===== src/rtl/dram_seq.sv =====
// DRAM access sequencer: tracks phi2, multiplexes row/column onto ba and drives RAS, per-bank CAS and W.
// Optional CAS-before-RAS refresh is built when DRAM_SEQ_REFRESH_EN is defined.
module dram_seq #(
    parameter int MA_W    = 8,
    parameter int NBANK   = 2,
    parameter int T_PRE   = 1,
    parameter int REF_DIV = 64,
    localparam int BW     = (NBANK > 1) ? $clog2(NBANK) : 1
) (
    input  logic              clk_in,
    input  logic              rst,
    input  logic              phi2,
    input  logic              rw,
    input  logic [2*MA_W-1:0] a,
    input  logic [BW-1:0]     bank,
    input  logic              extsel,
    input  logic              casinh,
    output logic              ras,
    output logic [NBANK-1:0]  cas,
    output logic              w,
    output logic [MA_W-1:0]   ba,
    output logic              busy,
    output logic              ref_act,
    output logic              ovr
);

    localparam int CW = $clog2(T_PRE + 2);

    typedef enum logic [3:0] {
        S_IDLE, S_ROW, S_RAS, S_COL, S_CAS, S_PRE, S_R_CAS, S_R_RAS, S_R_PRE
    } state_t;

    state_t            state_q;
    logic              phi2_q;
    logic [2*MA_W-1:0] a_q, pa_q;
    logic              rw_q, prw_q;
    logic [BW-1:0]     bank_q, pbank_q;
    logic              cen_q, pcen_q;
    logic              acc_pend_q;
    logic [CW-1:0]     cnt_q;
    logic              ras_q, w_q, busy_q, ref_act_q, ovr_q;
    logic [NBANK-1:0]  cas_q;
    logic [MA_W-1:0]   ba_q;

    logic              st, fl, cen_in, ref_pend, ref_take;
    logic [2*MA_W-1:0] nxt_a;
    logic              nxt_rw, nxt_cen;
    logic [BW-1:0]     nxt_bank;
    logic [NBANK-1:0]  cas_on;

    assign st     = phi2 & ~phi2_q;
    assign fl     = ~phi2;
    assign cen_in = extsel & casinh;

    // A buffered request always wins over a fresh phi2 rise when leaving IDLE.
    assign nxt_a    = acc_pend_q ? pa_q    : a;
    assign nxt_rw   = acc_pend_q ? prw_q   : rw;
    assign nxt_bank = acc_pend_q ? pbank_q : bank;
    assign nxt_cen  = acc_pend_q ? pcen_q  : cen_in;

    assign ref_take = (state_q == S_IDLE) && ref_pend && !acc_pend_q && !st && !phi2;

    // NOTE: every variable in always_comb gets a default first so no latch is inferred.
    always_comb begin
        cas_on = '1;
        for (int i = 0; i < NBANK; i++) begin
            if (cen_q && (bank_q == BW'(i))) cas_on[i] = 1'b0;
        end
    end

    // NOTE: sequential state uses non-blocking assignments only, so every register samples pre-edge values.
    always_ff @(posedge clk_in or posedge rst) begin
        if (rst) begin
            state_q    <= S_IDLE;
            phi2_q     <= 1'b0;
            a_q        <= '0;
            rw_q       <= 1'b1;
            bank_q     <= '0;
            cen_q      <= 1'b0;
            pa_q       <= '0;
            prw_q      <= 1'b1;
            pbank_q    <= '0;
            pcen_q     <= 1'b0;
            acc_pend_q <= 1'b0;
            cnt_q      <= '0;
            ras_q      <= 1'b1;
            cas_q      <= '1;
            w_q        <= 1'b1;
            ba_q       <= '0;
            busy_q     <= 1'b0;
            ref_act_q  <= 1'b0;
            ovr_q      <= 1'b0;
        end else begin
            phi2_q <= phi2;

            if (st && acc_pend_q) begin
                ovr_q <= 1'b1;
            end else if (st && (state_q != S_IDLE)) begin
                pa_q       <= a;
                prw_q      <= rw;
                pbank_q    <= bank;
                pcen_q     <= cen_in;
                acc_pend_q <= 1'b1;
            end

            case (state_q)
                S_IDLE: begin
                    if (acc_pend_q || st) begin
                        state_q    <= S_ROW;
                        a_q        <= nxt_a;
                        rw_q       <= nxt_rw;
                        bank_q     <= nxt_bank;
                        cen_q      <= nxt_cen;
                        ba_q       <= nxt_a[2*MA_W-1:MA_W];
                        busy_q     <= 1'b1;
                        acc_pend_q <= 1'b0;
                    end else if (ref_take) begin
                        state_q   <= S_R_CAS;
                        cas_q     <= '0;
                        busy_q    <= 1'b1;
                        ref_act_q <= 1'b1;
                    end
                end
                S_ROW: begin
                    state_q <= S_RAS;
                    ras_q   <= 1'b0;
                end
                S_RAS: begin
                    state_q <= S_COL;
                    ba_q    <= a_q[MA_W-1:0];
                    w_q     <= rw_q;
                end
                S_COL: begin
                    state_q <= S_CAS;
                    cas_q   <= cas_on;
                end
                S_CAS: begin
                    if (fl) begin
                        state_q <= S_PRE;
                        ras_q   <= 1'b1;
                        cas_q   <= '1;
                        w_q     <= 1'b1;
                        cnt_q   <= CW'(T_PRE - 1);
                    end
                end
                S_PRE: begin
                    if (cnt_q == '0) begin
                        state_q <= S_IDLE;
                        busy_q  <= 1'b0;
                    end else begin
                        cnt_q <= cnt_q - CW'(1);
                    end
                end
                S_R_CAS: begin
                    state_q <= S_R_RAS;
                    ras_q   <= 1'b0;
                    cnt_q   <= CW'(1);
                end
                S_R_RAS: begin
                    if (cnt_q == '0) begin
                        state_q <= S_R_PRE;
                        ras_q   <= 1'b1;
                        cas_q   <= '1;
                        cnt_q   <= CW'(T_PRE - 1);
                    end else begin
                        cnt_q <= cnt_q - CW'(1);
                    end
                end
                S_R_PRE: begin
                    if (cnt_q == '0) begin
                        state_q   <= S_IDLE;
                        busy_q    <= 1'b0;
                        ref_act_q <= 1'b0;
                    end else begin
                        cnt_q <= cnt_q - CW'(1);
                    end
                end
                default: state_q <= S_IDLE;
            endcase
        end
    end

`ifdef DRAM_SEQ_REFRESH_EN
    localparam int RW = $clog2(REF_DIV);

    logic [RW-1:0] ref_cnt_q;
    logic          ref_pend_q;

    // A new expiry in the same cycle as a refresh start re-arms the request.
    always_ff @(posedge clk_in or posedge rst) begin
        if (rst) begin
            ref_cnt_q  <= RW'(REF_DIV - 1);
            ref_pend_q <= 1'b0;
        end else begin
            if (ref_take) ref_pend_q <= 1'b0;
            if (ref_cnt_q == '0) begin
                ref_cnt_q  <= RW'(REF_DIV - 1);
                ref_pend_q <= 1'b1;
            end else begin
                ref_cnt_q <= ref_cnt_q - RW'(1);
            end
        end
    end

    assign ref_pend = ref_pend_q;
    assign ref_act  = ref_act_q;
`else
    logic unused_refresh;

    assign ref_pend       = 1'b0;
    assign ref_act        = 1'b0;
    assign unused_refresh = ^{ref_act_q, 32'(REF_DIV)};
`endif

    assign ras  = ras_q;
    assign cas  = cas_q;
    assign w    = w_q;
    assign ba   = ba_q;
    assign busy = busy_q;
    assign ovr  = ovr_q;

endmodule


===== config.mk =====
export PLATFORM = sky130hd
export DESIGN_NAME = dram_seq
export DESIGN_NICKNAME = d
export VERILOG_FILES = /design/src/rtl/dram_seq.sv
export SDC_FILE = /design/constraint.sdc
export NUM_CORES = 1
export LEC_CHECK = 0
export ABC_AREA = 1
export BUFFER_PORTS_ARGS = -buffer_cell sky130_fd_sc_hd__buf_2
export CAP_MARGIN = 20
export CORE_MARGIN = 2
export CORE_UTILIZATION = 55
export DETAILED_ROUTE_END_ITERATION = 10
export HOLD_SLACK_MARGIN = 0.08
export PLACE_DENSITY = 0.77
export SLEW_MARGIN = 20
export SYNTH_ARGS = -nofsm -noshare
export SYNTH_HDL_FRONTEND = slang
export SYNTH_SLANG_ARGS = --single-unit

===== constraint.sdc =====
create_clock -name clk_in -period 1.9 [get_ports clk_in]
set_input_delay 0.19 -clock clk_in [delete_from_list [all_inputs] [get_ports clk_in]]
set_output_delay 0.19 -clock clk_in [all_outputs]
set_load 0.005 [all_outputs]

==> results.json, run 1 <==
{
  "r2r_cells": 7,
  "gp_congestion": 0.9205,
  "power.leakage_nw": 1.569,
  "status": "complete, no violations",
  "path_cells": "dlygate4sd3_1, buf_2, a21oi_1, nor2_1, buf_4, o211ai_1, o21ai_0",
  "post_drt_wl_per_cell_um": 11.45,
  "layout.nets": 389,
  "synth-seq-cells": 52,
  "p_int_mw": 2.633,
  "hold_path.class": "primary input to register",
  "grt_pass1_vias": 1803,
  "clock_latency_ps": 300,
  "vias": 2060,
  "dp_hpwl_um": 3329,
  "cts_sinks": 52,
  "rows": 24,
  "cts_buffers": 5,
  "cts_max_path_buffers": 2,
  "ff2ff_setup_slack_ps": 400,
  "fin_worst_skew_ps": 6.633,
  "io_buffers": 36,
  "root_buffer": "clkbuf_8",
  "pwr-share-clk": 0.133,
  "endpoint_kind": "register",
  "ant_nets": 0,
  "syn2layout_area_growth_pct": 11.79,
  "die_w_um": 72.61,
  "synth_edf_count": 0,
  "r2r_end": "cen_q",
  "finalWirelength_um": 4751,
  "io_pins": 38,
  "async_flop_share": 1.000,
  "layout_min_cycle_time_ps": 1548,
  "pre_cts_ws_ps": 422.1,
  "drive_above_1_share": 0.1901,
  "reg2reg_from": "state_q[0]",
  "regArea_um2": 1309,
  "die_area_um2": 5271,
  "setup_viol": 0,
  "fin_hold_ws_ps": 129.7,
  "syn_inst": 326,
  "cap_violations": 0,
  "p_sw_mw": 1.825,
  "via_per_inst": 4.964,
  "ys_types": 27,
  "synth_area_per_cell_um2": 7.941,
  "slowest_stage": "dlygate4sd3_1",
  "setup_ws_ps": 351.9,
  "drc": 0,
  "hold_viol": 0,
  "n_fill_cell": 395,
  "min-delay-start": "rw",
  "core_um2": 4444,
  "report.final.slew_viol_count": 0,
  "period_share": 0.8148,
  "finalSetupTns_ps": 0,
  "overflow": 0,
  "worstPathArrival_ps": 1730,
  "diodes": 0,
  "required_ps": 2080,
  "drt_iter0_drc": 180,
  "ir_drop_uv": 679.9,
  "yosysSeqAreaShare": 0.5056,
  "yosysWarnings": 0,
  "htreeDepth": 2,
  "syn_area_um2": 2589,
  "seqPwrFrac": 0.433,
  "power_frac_comb": 0.434,
  "cts_resized": 0,
  "multi_input_area_um2": 993.5,
  "power_density_nw_per_um2": 1540,
  "cpPeakStageDelay_ps": 530,
  "worstSetupPathType": "primary input to register",
  "grtUsageTotal": 0.2004,
  "grt_max_degree": 53,
  "first_pass_iters": 4,
  "fmax_mhz": 646.0,
  "ys.flop_type": "dfrtp_1",
  "switching_share": 0.4094,
  "die_height_um": 72.61,
  "cp-start-kind": "primary input",
  "hold_end": "rw_q",
  "grt_pass1_wl_um": 8273,
  "syn_nets": 352,
  "crit_fanout": 21,
  "initial_core_util": 0.5825,
  "rsz0062_at_grt": "false",
  "cts_tree": "done",
  "holdPathStages": 3,
  "clk_pin_slew_ps": 90,
  "antenna_found_initial": 0
}
==> per-stage QoR <==
step	total power [mW]	cells	utilization	area, µm²
detailed placement	3.896	406	0.6292	2796
CTS	4.501	415	0.6512	2894
global placement	3.826	406	0.6292	2796
global route	4.922	415	0.6512	2894
finish	4.458	415	0.6512	2894
floorplan	3.435	326	-	2589
==> placed cells by master (no fill, tap or decap), types with 4 or more instances in the layout <==
cell / Yosys / routed
o21ai_1: 19 / 19
clkbuf_8: 0 / 5
buf_4: 3 / 4
o21ai_0: 37 / 37
nor2_1: 12 / 12
dfstp_2: 6 / 6
inv_2: 3 / 4
nand2_1: 97 / 97
buf_2: 3 / 36
o211ai_1: 9 / 9
dfrtp_1: 46 / 46
nand2_2: 4 / 4
nand4_1: 7 / 7
inv_1: 50 / 49
nand3_1: 7 / 7
==> registers in the layout (all words and copies together) (netlist names), 2 cells and up <==
name	count
pa_q	16
a_q	8
cas	2
ba	8
cnt_q	2
state_q	4
==> Yosys cell counts (4+ instances only) <==
cell / count / share of area
dfstp_2: 6 / 0.061
nand4_1: 7 / 0.017
nand2_1: 97 / 0.14
nand2_2: 4 / 0.0097
dfrtp_1: 46 / 0.44
inv_1: 50 / 0.072
o211ai_1: 9 / 0.026
nand3_1: 7 / 0.014
nor2_1: 12 / 0.017
o21ai_0: 37 / 0.072
o21ai_1: 19 / 0.037
==> per-layer routing <==
metal  up-vias  global-route usage  share of wire
li1       1097                   -              -
met1       912              0.3044           0.51
met2        45              0.2939           0.44
met3         6             0.03729          0.041
met4         0             0.05967          0.012
met5         -                   0              0
==> power groups by stage <==
| stage | registers [mW] | logic [mW] | clock network [mW] |
|---|---|---|---|
| finish | 1.93 | 1.93 | 0.595 |
| global route | 1.99 | 2.28 | 0.648 |
| CTS | 1.93 | 1.96 | 0.613 |
| detailed placement | 1.95 | 1.95 | 0 |
| global placement | 1.93 | 1.90 | 0 |
| floorplan | 1.90 | 1.53 | 0 |
==> critical path: cells and delay by family <==
| kind | cells | cell delay, ps |
|---|---|---|
| buffers and inverters | 3 | 900 |
| AO/OA/AOI/OAI | 3 | 540 |
| AND/OR/NAND/NOR | 1 | 100 |
==> how the worst max path moves through the flow <==
stage | startpoint | end | slack (ps)
floorplan | rst | a_q[0] | 460
global placement | state_q[3] | ba[7] | 500
detailed placement | state_q[0] | cen_q | 420
CTS | phi2 | a_q[6] | 360
global route | state_q[0] | cen_q | 160
finish | phi2 | a_q[6] | 350
==> repair_timing <==
item / 4_1_cts / 5_1_grt
hold buffers: 2 / 0
endpoints found under the hold margin: 47 / 0
setup endpoints to repair: 0 / 0
buffers inserted: 0 / 0
==> cell type report <==
type	instances	area share
sequential	52	0.4522
clock inverter	1	0.001729
timing repair buffer	43	0.08647
tap	52	0.02248
multi-input combinational	208	0.3433
clock buffer	6	0.02508
inverter	53	0.06874
==> cell families (layout without fill, tap and decap cells) <==
| kind of cell | after synthesis | count (layout) | synth area share |
|---|---|---|---|
| AND/OR/NAND/NOR | 134 | 134 | 0.2218 |
| AO/OA/AOI/OAI | 70 | 70 | 0.1460 |
| buffers and inverters | 66 | 103 | 0.1107 |
| flip-flops | 52 | 52 | 0.5056 |
| adder cells (fa/ha/maj) | 3 | 3 | 0.01450 |
| other | 1 | 1 | 0.001449 |
Note: power is estimated with default switching activity, not from simulation.
==> inputs of run 2 (changes only) <==
==> constraint.sdc (replaced) <==
create_clock -name clk_in -period 1.5 [get_ports clk_in]
set_input_delay 0.15 -clock clk_in [delete_from_list [all_inputs] [get_ports clk_in]]
set_output_delay 0.15 -clock clk_in [all_outputs]
set_load 0.005 [all_outputs]
==> run 2 against run 1 <==
- routed wire length up 5.8%
- clock skew decreased by 0.61 ps
- non-clock buffer count grew 7
- clock power is 42% higher
- power increased by 34%
- utilization rose by 3.0 points
- critical path type is now register to register
- worst setup slack got worse by 240 ps
- largest cell class unchanged
==> results.json, run 2 (synthesis gave the netlist of run 1 again) <==
{
  "status": "complete, no violations",
  "finalSetupTns_ps": 0,
  "largest_register": "pa_q",
  "required_ps": 1690,
  "grt_pass1_vias": 1950,
  "die_w_um": 72.61,
  "placed_cells": 407,
  "clk_pin_slew_ps": 90,
  "grtUsageTotal": 0.2114,
  "power_density_nw_per_um2": 1974,
  "overflow": 0,
  "clock_latency_ps": 310,
  "root_buffer": "clkbuf_8",
  "htreeDepth": 2,
  "rows": 24,
  "cts_max_path_buffers": 2,
  "cpPeakStageDelay_ps": 470,
  "slowest_stage": "dfrtp_2",
  "ir_drop_uv": 840.8,
  "via_per_inst": 4.960,
  "path_cells": "nor2_4, nand2_4, inv_2, nand2_4, nand3_4, o21ai_0",
  "diodes": 0,
  "cap_violations": 0,
  "core_um2": 4444,
  "grt_max_degree": 53,
  "r2r_cells": 6,
  "holdPathStages": 3,
  "grt_pass1_wl_um": 8625,
  "setup_viol": 0,
  "drt_iter0_drc": 107,
  "n_fill_cell": 370,
  "drive_above_1_share": 0.2156,
  "power_mw": 5.981,
  "io_pins": 38,
  "ant_nets": 0,
  "io_buffers": 36,
  "worst_path_most_repeated_cell": "nand2_4",
  "power.leakage_nw": 1.623,
  "post-route-util": 0.6816,
  "gp_congestion": 0.8550,
  "dp_hpwl_um": 3544,
  "mostFrequentLayoutCell": "nand2_1",
  "rsz0062_at_grt": "false",
  "initial_core_util": 0.5825,
  "cp-start-kind": "register",
  "layout_min_cycle_time_ps": 1387,
  "crit_fanout": 16,
  "die_height_um": 72.61,
  "fmax_mhz": 721.2,
  "post_drt_wl_per_cell_um": 11.88,
  "cts_tree": "done",
  "syn2layout_area_growth_pct": 17.01,
  "hold_path.class": "primary input to register",
  "finalWirelength_um": 5027,
  "layout.nets": 396,
  "report.final.slew_viol_count": 0,
  "worstSetupPathType": "register to register",
  "largest_reg_flops": 16,
  "antenna_found_initial": 0,
  "drc": 0,
  "mostFrequentLayoutCells": "nand2_1 (97), inv_1 (48), dfrtp_1 (44)",
  "die_area_um2": 5271,
  "vias": 2098,
  "hold_viol": 0,
  "worstPathArrival_ps": 1580,
  "period_share": 0.9244,
  "cts_buffers": 5,
  "fin_worst_skew_ps": 6.024,
  "first_pass_iters": 4,
  "endpoint_kind": "register",
  "cts_sinks": 52,
  "final_cells": 423
}
==> run 2: cell types whose count changed in the layout (fill, tap and decap cells not counted), sizes merged <==
cell,change
dlygate4sd3,+4
buf,+3
inv,+1
==> run 2: worst paths after layout <==
path,startpoint,end,slack (ps)
min in group asynchronous,rst,state_q[3],420
worst min-delay path,a[11],pa_q[11],90
max in group asynchronous,rst,cas[0],800
worst min register to register,cas[1],cas[1],470
worst max register to register,state_q[3],ba[7],110
worst max-delay path,state_q[3],ba[7],110
==> run 2: critical path: cells and delay by family (launching register included) <==
kind / cells / cell delay, ps
AND/OR/NAND/NOR: 4 / 590
AO/OA/AOI/OAI: 1 / 120
flip-flops: 1 / 470
buffers and inverters: 1 / 80
==> run 2: layout make-up <==
cell class	count	area, µm²	share of cell area
Clock buffer	6	82.58	0.02726
Clock inverter	2	13.76	0.004544
Inverter	53	198.9	0.06568
Multi-Input combinational cell	208	1028	0.3395
Sequential cell	52	1311	0.4329
Timing Repair Buffer	50	329.1	0.1086
Tap cell	52	65.06	0.02148
==> run 2: power breakdown <==
group | switching [mW] | leakage (nW) | internal, mW | total (mW)
Clock | 0.466 | 0.0516 | 0.378 | 0.844
Combinational | 1.64 | 0.937 | 1.04 | 2.68
Sequential | 0.363 | 0.634 | 2.09 | 2.46
Total | 2.47 | 1.62 | 3.51 | 5.98
==> run 2: per-layer routing <==
metal  part of all wire  GRT usage  vias up
met3              0.038    0.03729        9
met5                  0          0        -
met2               0.44     0.3202       42
li1                   -          -     1111
met1               0.50     0.3024      936
met4              0.019    0.08642        0
==> run 2: what timing repair did <==
| item | CTS | global route |
|---|---|---|
| endpoints found under the setup margin | 0 | 22 |
| hold endpoints to repair | 52 | 0 |
| gates resized for setup | 0 | 13 |
| hold buffers | 6 | 0 |
| setup buffers | 0 | 2 |
==> run 2: stage by stage <==
stage,hold slack (ps),worst slack (ps),instance area [µm²]
finish,88.06,113.4,3029
CTS,82.15,46.89,2973
global route,109.4,2.267,3029
global placement,216.8,24.63,2816
floorplan,181.4,102.1,2589
detailed placement,217.2,77.43,2816
==> inputs of run 3 (changes only) <==
--- a/config.mk
+++ b/config.mk
@@ -6,7 +6,7 @@
 export NUM_CORES = 1
 export LEC_CHECK = 0
 export ABC_AREA = 1
-export BUFFER_PORTS_ARGS = -buffer_cell sky130_fd_sc_hd__buf_2
+export BUFFER_PORTS_ARGS = -buffer_cell sky130_fd_sc_hd__clkbuf_2
 export CAP_MARGIN = 20
 export CORE_MARGIN = 2
 export CORE_UTILIZATION = 55
==> run 3 against run 2 <==
- sequential share of layout area shrank 0.76 points
- count of clock-buffer cells in the layout stayed put
- largest cell class unchanged
- critical path depth unchanged
==> results.json, run 3 (synthesis gave the netlist of run 1 again) <==
{
  "io_buffers": 36,
  "report.final.slew_viol_count": 0,
  "drc": 0,
  "clock_latency_ps": 310,
  "power_mw": 6.058,
  "largest_reg_flops": 16,
  "finalSetupTns_ps": 0,
  "gp_congestion": 0.8688,
  "die_w_um": 72.61,
  "first_pass_iters": 4,
  "post_drt_wl_per_cell_um": 12.42,
  "crit_fanout": 10,
  "hold_viol": 0,
  "via_per_inst": 5.098,
  "worstPathArrival_ps": 1630,
  "path_cells": "nor2_4, nand2_2, nor2_4, buf_2, o211ai_1, o21ai_0",
  "hold_path.class": "primary input to register",
  "cap_violations": 0,
  "core_um2": 4444,
  "layout_min_cycle_time_ps": 1406,
  "io_pins": 38,
  "fin_hold_ws_ps": 91.56,
  "cpPeakStageDelay_ps": 470,
  "layout.nets": 402,
  "cp-start-kind": "register",
  "crit_buf_inv": 1,
  "regArea_um2": 1311,
  "endpoint_kind": "register",
  "syn2layout_area_growth_pct": 19.09,
  "ant_nets": 0,
  "fin_worst_skew_ps": 10.58,
  "mostFrequentLayoutCells": "nand2_1 (97), inv_1 (48), dfrtp_1 (44)",
  "clk_pin_slew_ps": 100,
  "diodes": 0,
  "fmax_mhz": 711.1,
  "drt_iter0_drc": 143,
  "grt_pass1_vias": 1906,
  "cts_sinks": 52,
  "power_density_nw_per_um2": 1965,
  "mostFrequentLayoutCell": "nand2_1",
  "n_fill_cell": 371,
  "cts_tree": "done",
  "drive_above_1_share": 0.2202,
  "crit_family": "flip-flops",
  "power.leakage_nw": 1.647,
  "finalWirelength_um": 5328,
  "die_height_um": 72.61,
  "cts_buffers": 5,
  "htreeDepth": 2,
  "grtUsageTotal": 0.2113,
  "rows": 24,
  "initial_core_util": 0.5825,
  "die_area_um2": 5271,
  "post-route-util": 0.6937,
  "pre_cts_ws_ps": 68.07,
  "largest_register": "pa_q",
  "vias": 2187,
  "slowest_stage": "dfrtp_2",
  "rsz0062_at_grt": "true",
  "cts_max_path_buffers": 2,
  "worstSetupPathType": "register to register",
  "dp_hpwl_um": 3622,
  "grt_pass1_wl_um": 8742,
  "multi_input_area_um2": 1042,
  "grt_max_degree": 28,
  "setup_viol": 0,
  "period_share": 0.9375,
  "ir_drop_uv": 1074,
  "overflow": 0,
  "worst_path_most_repeated_cell": "nor2_4",
  "setup_ws_ps": 93.79,
  "status": "complete, no violations",
  "required_ps": 1730,
  "root_buffer": "clkbuf_8",
  "antenna_found_initial": 0
}
## run 3: timing repair
action	4_1_cts	5_1_grt
setup endpoints to repair	0	22
endpoints found under the hold margin	22	0
hold buffers	10	0
gates resized for setup	0	16
setup buffers	0	2
## run 3: final cells by class
type	instances	share of cell area
Timing Repair Buffer	56	0.1197
Tap cell	52	0.02110
Sequential cell	52	0.4253
Multi-Input combinational cell	208	0.3381
Inverter	53	0.06453
Clock buffer	6	0.02679
Clock inverter	2	0.004464
## run 3: worst paths after layout
path / cells past startpoint / from / slack (ps) / endpoint
min in group asynchronous: 3 / rst / 360 / state_q[1]
max in group asynchronous: 4 / rst / 570 / prw_q
min: 3 / a[14] / 90 / pa_q[14]
min reg2reg: 2 / cas[1] / 470 / cas[1]
max reg2reg: 6 / state_q[3] / 90 / a_q[7]
max: 6 / state_q[3] / 90 / a_q[7]
## run 3: where the power goes
| group | total [mW] | switching (mW) | internal [mW] |
|---|---|---|---|
| combinational | 2.72 | 1.67 | 1.05 |
| clock | 0.861 | 0.482 | 0.379 |
| sequential | 2.48 | 0.382 | 2.10 |
## run 3: layer usage
metal / track usage / vias up / share of wire
met5: 0 / - / 0
met4: 0.04321 / 0 / 0.0098
met3: 0.04144 / 7 / 0.048
met2: 0.3232 / 56 / 0.45
met1: 0.3157 / 999 / 0.49
li1: - / 1125 / -
## run 3: worst register-to-register path, cell delays in order (launching register included)
cell      delay (ps)
dfrtp_2          470
nor2_4           190
nand2_2          130
nor2_4           140
buf_2            210
o211ai_1         100
o21ai_0           80
## run 3: stage by stage
step | cells | area, µm²
after floorplan | 326 | 2589
final | 429 | 3083
after CTS | 426 | 3008
after global placement | 408 | 2811
after detailed placement | 408 | 2811
after global routing | 429 | 3083
